### config.mk
export PLATFORM = sky130hd
export DESIGN_NAME = instruction_scheduler_mc_flat
export DESIGN_NICKNAME = d
export VERILOG_FILES = /design/src/rtl/instruction_scheduler_mc_if.sv /design/src/rtl/instruction_scheduler_mc.sv /design/src/flat_wrapper.sv
export SDC_FILE = /design/constraint.sdc
export NUM_CORES = 1
export LEC_CHECK = 0
export BUFFER_PORTS_ARGS = -buffer_cell sky130_fd_sc_hd__buf_4
export CAP_MARGIN = 20
export CELL_PAD_IN_SITES_DETAIL_PLACEMENT = 0
export CELL_PAD_IN_SITES_GLOBAL_PLACEMENT = 1
export CORE_UTILIZATION = 40
export CTS_BUF_LIST = sky130_fd_sc_hd__clkbuf_2
export DETAILED_ROUTE_END_ITERATION = 6
export PLACE_DENSITY_LB_ADDON = 0.1
export SLEW_MARGIN = 30
export SYNTH_ARGS = -nofsm -noshare
export SYNTH_HDL_FRONTEND = slang
export SYNTH_SLANG_ARGS = --single-unit
### constraint.sdc
create_clock -name clk -period 3.3 [get_ports clk]
set_clock_uncertainty 0.1 [all_clocks]
set_input_delay 0.33 -clock clk [delete_from_list [all_inputs] [get_ports clk]]
set_output_delay 0.33 -clock clk [all_outputs]
set_load 0.02 [all_outputs]
### src/rtl/instruction_scheduler_mc_if.sv
// instruction_scheduler_mc_if: host command port, PE lane stream and status bundle.
// The scheduler takes the slave modport; whoever drives commands and PE ready takes master.
interface instruction_scheduler_mc_if #(
   parameter int DATA_WIDTH = 16,
   parameter int NUM_PE     = 16,
   parameter int CMD_WIDTH  = 32,
   parameter int FIFO_DEPTH = 32
);
   localparam int PE_IDX_W = $clog2(NUM_PE);
   localparam int CNT_W    = $clog2(FIFO_DEPTH) + 1;
   logic [CMD_WIDTH-1:0]  cmd;
   logic                  cmd_valid;
   logic                  cmd_ready;
   logic [DATA_WIDTH-1:0] pe_data;
   logic [PE_IDX_W-1:0]   pe_sel;
   logic                  pe_valid;
   logic                  pe_ready;
   logic                  busy;
   logic                  done;
   logic                  cmd_err;
   logic [CNT_W-1:0]      fifo_count;
   logic [31:0]           perf_stall_cycles;
   modport master (
      output cmd, cmd_valid, pe_ready,
      input  cmd_ready, pe_data, pe_sel, pe_valid, busy, done, cmd_err, fifo_count, perf_stall_cycles
   );
   modport slave (
      input  cmd, cmd_valid, pe_ready,
      output cmd_ready, pe_data, pe_sel, pe_valid, busy, done, cmd_err, fifo_count, perf_stall_cycles
   );
endinterface

### src/rtl/instruction_scheduler_mc.sv
// instruction_scheduler_mc: command FIFO feeding a lane-sweeping PE dispatcher.
// Define SCHED_PERF_CNT_EN to build the saturating backpressure stall counter.
module instruction_scheduler_mc #(
   parameter int DATA_WIDTH = 16,
   parameter int NUM_PE     = 16,
   parameter int ITER_WIDTH = 8,
   parameter int CMD_WIDTH  = 32,
   parameter int FIFO_DEPTH = 32
) (
   input logic clk,
   input logic rst,
   instruction_scheduler_mc_if.slave bus
);
   localparam int PE_IDX_W = $clog2(NUM_PE);
   localparam int AW       = $clog2(FIFO_DEPTH);
   typedef enum logic [1:0] {IDLE, DISPATCH, DONE} state_t;
   state_t                state;
   logic [CMD_WIDTH-1:0]  mem [FIFO_DEPTH];
   logic [AW-1:0]         wptr, rptr;
   logic [AW:0]           count;
   logic [CMD_WIDTH-1:0]  head;
   logic [PE_IDX_W-1:0]   start, sel;
   logic [ITER_WIDTH-1:0] iter;
   logic [DATA_WIDTH-1:0] data;
   logic                  valid, done_pulse, err_pulse, push, pop, last_lane;
   logic                  unused_head;
   assign head        = mem[rptr];
   assign unused_head = ^head;
   assign start       = head[PE_IDX_W-1:0];
   assign push        = bus.cmd_valid && bus.cmd_ready;
   assign pop         = (state == IDLE) && (count != '0);
   assign last_lane   = sel == PE_IDX_W'(NUM_PE - 1);
   assign bus.cmd_ready  = count != (AW+1)'(FIFO_DEPTH);
   assign bus.fifo_count = count;
   assign bus.busy       = state != IDLE;
   assign bus.pe_valid   = valid;
   assign bus.pe_sel     = sel;
   assign bus.pe_data    = data;
   assign bus.done       = done_pulse;
   assign bus.cmd_err    = err_pulse;
   always_ff @(posedge clk)
      if (push) mem[wptr] <= bus.cmd;
   always_ff @(posedge clk or posedge rst)
      if (rst) begin
         wptr  <= '0;
         rptr  <= '0;
         count <= '0;
      end else begin
         if (push) wptr <= wptr + 1'b1;
         if (pop) rptr <= rptr + 1'b1;
         count <= count + (AW+1)'(push) - (AW+1)'(pop);
      end
   always_ff @(posedge clk or posedge rst)
      if (rst) begin
         state      <= IDLE;
         iter       <= '0;
         sel        <= '0;
         data       <= '0;
         valid      <= 1'b0;
         done_pulse <= 1'b0;
         err_pulse  <= 1'b0;
      end else begin
         done_pulse <= 1'b0;
         err_pulse  <= 1'b0;
         case (state)
            IDLE: if (pop) begin
               iter <= head[PE_IDX_W+ITER_WIDTH-1:PE_IDX_W];
               if (32'(start) >= NUM_PE) err_pulse <= 1'b1;
               else begin
                  sel   <= start;
                  data  <= head[CMD_WIDTH-1 -: DATA_WIDTH];
                  valid <= 1'b1;
                  state <= DISPATCH;
               end
            end
            DISPATCH: if (bus.pe_ready) begin
               // Sweep to the top lane, then restart from lane 0 once per remaining iteration
               if (!last_lane) sel <= sel + 1'b1;
               else if (iter != '0) begin
                  iter <= iter - 1'b1;
                  sel  <= '0;
               end else begin
                  valid <= 1'b0;
                  state <= DONE;
               end
            end
            DONE: begin
               done_pulse <= 1'b1;
               state      <= IDLE;
            end
            default: state <= IDLE;
         endcase
      end
`ifdef SCHED_PERF_CNT_EN
   logic [31:0] stall_cnt;
   always_ff @(posedge clk or posedge rst)
      if (rst) stall_cnt <= '0;
      else if (valid && !bus.pe_ready && stall_cnt != '1) stall_cnt <= stall_cnt + 1'b1;
   assign bus.perf_stall_cycles = stall_cnt;
`else
   assign bus.perf_stall_cycles = '0;
`endif
endmodule

### src/flat_wrapper.sv
// flat-port wrapper written by rule: the top's interface ports become plain ports
module instruction_scheduler_mc_flat 
#(
   parameter int DATA_WIDTH = 16,
   parameter int NUM_PE     = 16,
   parameter int ITER_WIDTH = 8,
   parameter int CMD_WIDTH  = 32,
   parameter int FIFO_DEPTH = 32
)
  (clk, rst, bus_cmd, bus_cmd_valid, bus_pe_ready, bus_cmd_ready, bus_pe_data, bus_pe_sel, bus_pe_valid, bus_busy, bus_done, bus_cmd_err, bus_fifo_count, bus_perf_stall_cycles);
  instruction_scheduler_mc_if #(.DATA_WIDTH(DATA_WIDTH), .NUM_PE(NUM_PE), .CMD_WIDTH(CMD_WIDTH), .FIFO_DEPTH(FIFO_DEPTH)) bus_i ();
  input logic clk;
  input logic rst;
  input wire logic [$bits(bus_i.cmd)-1:0] bus_cmd;
  input wire logic [$bits(bus_i.cmd_valid)-1:0] bus_cmd_valid;
  input wire logic [$bits(bus_i.pe_ready)-1:0] bus_pe_ready;
  output wire logic [$bits(bus_i.cmd_ready)-1:0] bus_cmd_ready;
  output wire logic [$bits(bus_i.pe_data)-1:0] bus_pe_data;
  output wire logic [$bits(bus_i.pe_sel)-1:0] bus_pe_sel;
  output wire logic [$bits(bus_i.pe_valid)-1:0] bus_pe_valid;
  output wire logic [$bits(bus_i.busy)-1:0] bus_busy;
  output wire logic [$bits(bus_i.done)-1:0] bus_done;
  output wire logic [$bits(bus_i.cmd_err)-1:0] bus_cmd_err;
  output wire logic [$bits(bus_i.fifo_count)-1:0] bus_fifo_count;
  output wire logic [$bits(bus_i.perf_stall_cycles)-1:0] bus_perf_stall_cycles;
  assign bus_i.cmd = bus_cmd;
  assign bus_i.cmd_valid = bus_cmd_valid;
  assign bus_i.pe_ready = bus_pe_ready;
  assign bus_cmd_ready = bus_i.cmd_ready;
  assign bus_pe_data = bus_i.pe_data;
  assign bus_pe_sel = bus_i.pe_sel;
  assign bus_pe_valid = bus_i.pe_valid;
  assign bus_busy = bus_i.busy;
  assign bus_done = bus_i.done;
  assign bus_cmd_err = bus_i.cmd_err;
  assign bus_fifo_count = bus_i.fifo_count;
  assign bus_perf_stall_cycles = bus_i.perf_stall_cycles;
  instruction_scheduler_mc #(.DATA_WIDTH(DATA_WIDTH), .NUM_PE(NUM_PE), .ITER_WIDTH(ITER_WIDTH), .CMD_WIDTH(CMD_WIDTH), .FIFO_DEPTH(FIFO_DEPTH)) u_core (.clk(clk), .rst(rst), .bus(bus_i));
endmodule
== Yosys cells after proc, flatten, opt, wreduce, memory -nomap -nowiden ==
Memories as Yosys holds them, arrays and structs flattened.
Cells that the tools add are included.
Word-level totals
  register bits: 48
  RAM bits: 1024
  input port bits: 36
  memories kept: 1
Cells by class
  add/sub/neg operators: 6
  equality and inequality tests: 10
  multiplexer cells: 23
  reduce and logical (&&, ||, !) cells: 12
Memories
  u_core.mem: words 32, bits a word 32, rd ports 1, clocked after Yosys merged registers in 0, write ports 1, line instruction_scheduler_mc.sv:18  | logic [CMD_WIDTH-1:0] mem [FIFO_DEPTH];
Operators with widths (number)
  8-bit two-way mux: 4
  4-bit two-way mux: 4
  8-bit case mux with 2 select lines: 1
  5-bit by 1-bit adder with 5-bit output, second input constant: 2
  5-bit AND reduction: 2
  2-bit two-way mux: 4
  4-bit case mux with 2 select lines: 1
  4-bit AND reduction: 2
  8-bit nonzero test: 1
  8-bit by 1-bit subtractor with 8-bit output, second input constant: 1
  1-bit two-way mux: 7
  6-bit by 1-bit adder with 6-bit output: 1
  2-bit by 1-bit != test with 1-bit output, second input constant: 3
  6-bit != test, second input constant: 1
  6-bit nonzero test: 1
  6-bit by 1-bit subtractor with 6-bit output: 1
  4-bit by 1-bit adder with 4-bit output, second input constant: 1
  4-bit equality test, second input constant: 1
  2-bit != test, second input constant: 2
  2-bit case mux with 2 select lines: 1
  2-bit nonzero test: 2
  3-bit != test, second input constant: 1
  2-bit by 1-bit equality test with 1-bit output, second input constant: 1
  2-bit equality test, second input constant: 1
  other kinds (4): 5

== Depth between registers and ports, before layout ==
  depth in word-level cells: 5
  gate-level depth with buffers: 14
  gate-level depth less buffers: 13

== Worst setup path before layout ==
Ideal clock, no wire load.
  path kind: flip-flop to flip-flop
  from: register u_core.count[2] (netlist: u_core.bus.fifo_count[2])
  to: memory u_core.mem[31][0], enable pin
  setup time: 0.413 ns
  data arrival time: 2.872 ns
  required time: 2.787 ns
  slack: -0.085 ns
  stages on the path, launching flop included: 8
  cells stage by stage: dfrtp_1 > inv_1 > ha_1 > nand4_1 > and2_1 > clkbuf_1 > nand2_1 > nor2_1
Between the ends
  word-level cells in the longest chain between the ends: 4
Ends and longest elaborated chain
  start: declaration: line instruction_scheduler_mc.sv:20  | logic [AW:0] count;
  start signal: assignment: line instruction_scheduler_mc.sv:51  | count <= count + (AW+1)'(push) - (AW+1)'(pop);
  6-bit != test: line instruction_scheduler_mc.sv:33  | assign bus.cmd_ready = count != (AW+1)'(FIFO_DEPTH);
  via bus_cmd_ready: line flat_wrapper.sv:17  | output wire logic [$bits(bus_i.cmd_ready)-1:0] bus_cmd_ready;
  1-bit logical AND: line instruction_scheduler_mc.sv:30  | assign push = bus.cmd_valid && bus.cmd_ready;
  via u_core.push: line instruction_scheduler_mc.sv:25  | logic valid, done_pulse, err_pulse, push, pop, last_lane;
  1-bit two-way mux: line instruction_scheduler_mc.sv:42  | if (push) mem[wptr] <= bus.cmd;
  1-bit two-way mux (not written as such): line instruction_scheduler_mc.sv:42
  end: declaration: line instruction_scheduler_mc.sv:18
The timed path passes the listed nets, and every way through them passes these cells.

== Final worst setup path ==
  from: register u_core.count[4] (netlist: u_core.bus.fifo_count[4])
  to: register u_core.count[4] (netlist: u_core.bus.fifo_count[4])
RTL lines
  6-bit nonzero test: line instruction_scheduler_mc.sv:31  | assign pop = (state == IDLE) && (count != '0);
  1-bit logical AND: line instruction_scheduler_mc.sv:31
  via u_core.pop: line instruction_scheduler_mc.sv:25
  6-bit by 1-bit subtractor with 6-bit output: line instruction_scheduler_mc.sv:51
The timed path passes the listed nets, and every way through them passes these cells.
A chain may end at the register's enable or synchronous reset.

==> flow_summary.json <==
{
  "final_nets": 2186,
  "tightest_slew_ps": 946,
  "rsz0062_at_grt": "false",
  "avgViaCountPerCell": 5.39,
  "grt-ovfl-total": 0,
  "io_buffer_count": 61,
  "p_clk_frac": 0.316,
  "min_delay_path_depth": 5,
  "r2r_cells": 13,
  "post-route-min-period_ps": 2890,
  "drt_pass1_iterations": 5,
  "track_usage": 0.214,
  "p_int_w": 0.0178,
  "grt_pass1_wl_um": 140000,
  "grt_antenna_before_repair": 3,
  "dp_hpwl_um": 54900,
  "core_area_mm2": 0.0901,
  "cts_max_level": 4,
  "finalSetupViolCount": 0,
  "worst-setup-path-type": "flip-flop to flip-flop",
  "ys_seq_elements": 944,
  "numCtsBuffers": 236,
  "synth-seq-area-share": 0.771,
  "gp_congestion": 0.749,
  "power.share.sequential": 0.584,
  "pwr-share-comb": 0.100,
  "endpoint_kind": "flip-flop",
  "die_w_um": 304,
  "p_total_w": 0.0244,
  "wl_um": 97500,
  "synth_enable_flop_cells": 896,
  "clock_path_buffers": 3,
  "post-cts-setup-buffer-count": 0,
  "start_util": 0.404,
  "maxCapViolations": 0,
  "peakVddDrop_mv": 0.296,
  "final_cell_mix": "896 x edfxtp_1, 364 x clkbuf_2, 200 x mux4_2",
  "grt_pass1_vias": 19800,
  "p_leak_nw": 13.8,
  "syn_area_mm2": 0.0365,
  "slew_headroom": 0.369,
  "worst_ep_required_time_ps": 4580,
  "ant_nets": 0,
  "switching_share": 0.270,
  "worstSkewPairLatency_ps": 1450,
  "final_common_cell": "edfxtp_1",
  "areaGrowthSynthToFinish_pct": 15.7,
  "drt_iter0_markers": 1185,
  "cts_tree": "built",
  "synth_ff_type": "edfxtp_1",
  "worst-path-max-fanout": 3,
  "cp.arrival_ps": 4170,
  "cts-resized-gates": 0,
  "grt_max_degree": 73,
  "detail_route.wl_per_cell_um": 27.8,
  "drv_slew": 0,
  "syn_inst": 1711,
  "yosysWarningCount": 0,
  "clkTransAtPathRegs_ps": 100,
  "cts.sinks": 944,
  "route.vias.total": 18900,
  "cts-hold-fix-buffers": 67,
  "ios": 99,
  "drive_gt1_frac": 0.361,
  "timing.final.crit_share": 0.877,
  "die_h_um": 304,
  "powerDensity_mw_per_mm2": 578,
  "clockRootBuffer": "clkbuf_2",
  "switching_power_w": 0.00659,
  "async_reset_ff_frac": 0.0508,
  "row_count": 110,
  "ys_types": 65,
  "drcViolationCount": 0,
  "max_freq_mhz": 346,
  "die-area_mm2": 0.0923,
  "synth_area_per_cell_um2": 21.3,
  "tns_ps": 0,
  "hold_viol_final": 0,
  "fillerInstances": 7769,
  "status": "finished clean",
  "hold_class": "primary input to flip-flop",
  "critPathLaunchType": "flip-flop"
}
through the flow:
step,cell area [um2],setup slack [ps],std cells,util,hold slack (ps)
after floorplan,36600,-85.1,1743,-,329
after global placement,39200,378,2979,0.435,372
after detailed placement,39200,391,2979,0.435,374
after CTS,42000,198,3478,0.466,10.0
after global routing,42200,164,3508,0.468,121
final,42200,406,3508,0.468,228
state kept, by name, summed over array words and instances, names as in the netlist:
| name | flops |
|---|---|
| u_core.bus.pe_data | 16 |
| u_core.bus.fifo_count | 6 |
| u_core.iter | 8 |
| u_core.bus.pe_valid | 1 |
| u_core.rptr | 5 |
| u_core.bus.pe_sel | 4 |
| u_core.state | 2 |
| u_core.wptr | 5 |
| u_core.bus.done | 1 |
| u_core.mem | 896 |
Yosys cell counts, types with 3 or more instances:
| cell | n | area (um2) |
|---|---|---|
| clkbuf_1 | 23 | 86.3 |
| buf_6 | 16 | 180 |
| mux4_2 | 200 | 4500 |
| ha_1 | 16 | 200 |
| a21o_1 | 5 | 37.5 |
| nand3_1 | 6 | 30.0 |
| nor2b_1 | 6 | 37.5 |
| a211oi_1 | 10 | 75.1 |
| or4_1 | 17 | 128 |
| mux2i_1 | 52 | 521 |
| edfxtp_1 | 896 | 26900 |
| nor2_1 | 50 | 188 |
| o221ai_1 | 24 | 210 |
| xnor2_1 | 9 | 78.8 |
| buf_2 | 26 | 130 |
| xor2_1 | 3 | 26.3 |
| dfrtp_1 | 48 | 1200 |
| a22o_1 | 8 | 70.1 |
| a21oi_1 | 21 | 105 |
| o21ai_1 | 3 | 15.0 |
| nand2_1 | 37 | 139 |
| and2_1 | 4 | 25.0 |
| a22oi_1 | 11 | 82.6 |
| nand4_1 | 5 | 31.3 |
| mux2_2 | 3 | 33.8 |
| a221oi_1 | 3 | 26.3 |
| o22ai_1 | 66 | 413 |
| nand3b_1 | 4 | 30.0 |
| buf_1 | 7 | 26.3 |
| nor3_1 | 4 | 20.0 |
| inv_1 | 17 | 63.8 |
| buf_4 | 43 | 323 |
| o21ai_0 | 25 | 125 |
cell families after synthesis:
logic type	after synthesis	synth area share
other	1	0.000103
multiplexers	255	0.139
XOR/XNOR	12	0.00288
flip-flops	944	0.771
adder cells (fa/ha/maj)	17	0.00604
AO/OA/AOI/OAI	196	0.0369
AND/OR/NAND/NOR	150	0.0206
buffers and inverters	136	0.0237
power groups by stage:
stage	Combinational, W	Clock (W)	Sequential [W]
after floorplan	0.00115	0	0.0145
after global placement	0.00236	0	0.0145
after detailed placement	0.00239	0	0.0145
after CTS	0.00247	0.00802	0.0143
after global routing	0.00264	0.00862	0.0143
final	0.00243	0.00770	0.0143
cell type report:
type	count	area [um2]	share of cell area
sequential	944	28100	0.667
multi-input combinational	663	7850	0.186
timing repair buffer	270	2520	0.0598
clock buffer	364	1820	0.0432
tap	1176	1470	0.0349
clock inverter	68	323	0.00765
inverter	18	67.6	0.00160
antenna	5	12.5	0.000297
final timing paths:
kind | end | from | slack [ps]
worst max-delay path | u_core.bus.fifo_count[4]$_DFF_PP0_ | u_core.bus.fifo_count[4]$_DFF_PP0_ | 410
worst min-delay path | u_core.state[0]$_DFFE_PP0P_ | bus_pe_ready | 230
worst max register to register | u_core.bus.fifo_count[4]$_DFF_PP0_ | u_core.bus.fifo_count[4]$_DFF_PP0_ | 410
worst min register to register | u_core.bus.pe_data[11]$_DFFE_PP0P_ | u_core.bus.pe_data[11]$_DFFE_PP0P_ | 400
max in group asynchronous | u_core.rptr[0]$_DFFE_PP0P_ | rst | 2290
min in group asynchronous | u_core.bus.pe_data[13]$_DFFE_PP0P_ | rst | 530
per-layer routing:
metal,global-route usage,part of all wire
met4,0.0735,0.023
met5,0,0
met1,0.281,0.43
met2,0.355,0.50
met3,0.0436,0.050
worst max-delay path, stage by stage (launching register included):
cell	delay, ps
dfrtp_1	390
inv_1	100
ha_1	150
nor4bb_1	410
or2_2	200
inv_1	50
ha_1	260
inv_1	40
ha_1	200
fa_1	430
a21oi_1	180
nor2_1	60
nor2_1	120
xnor2_1	120
Power figures use the tool's default switching activity.
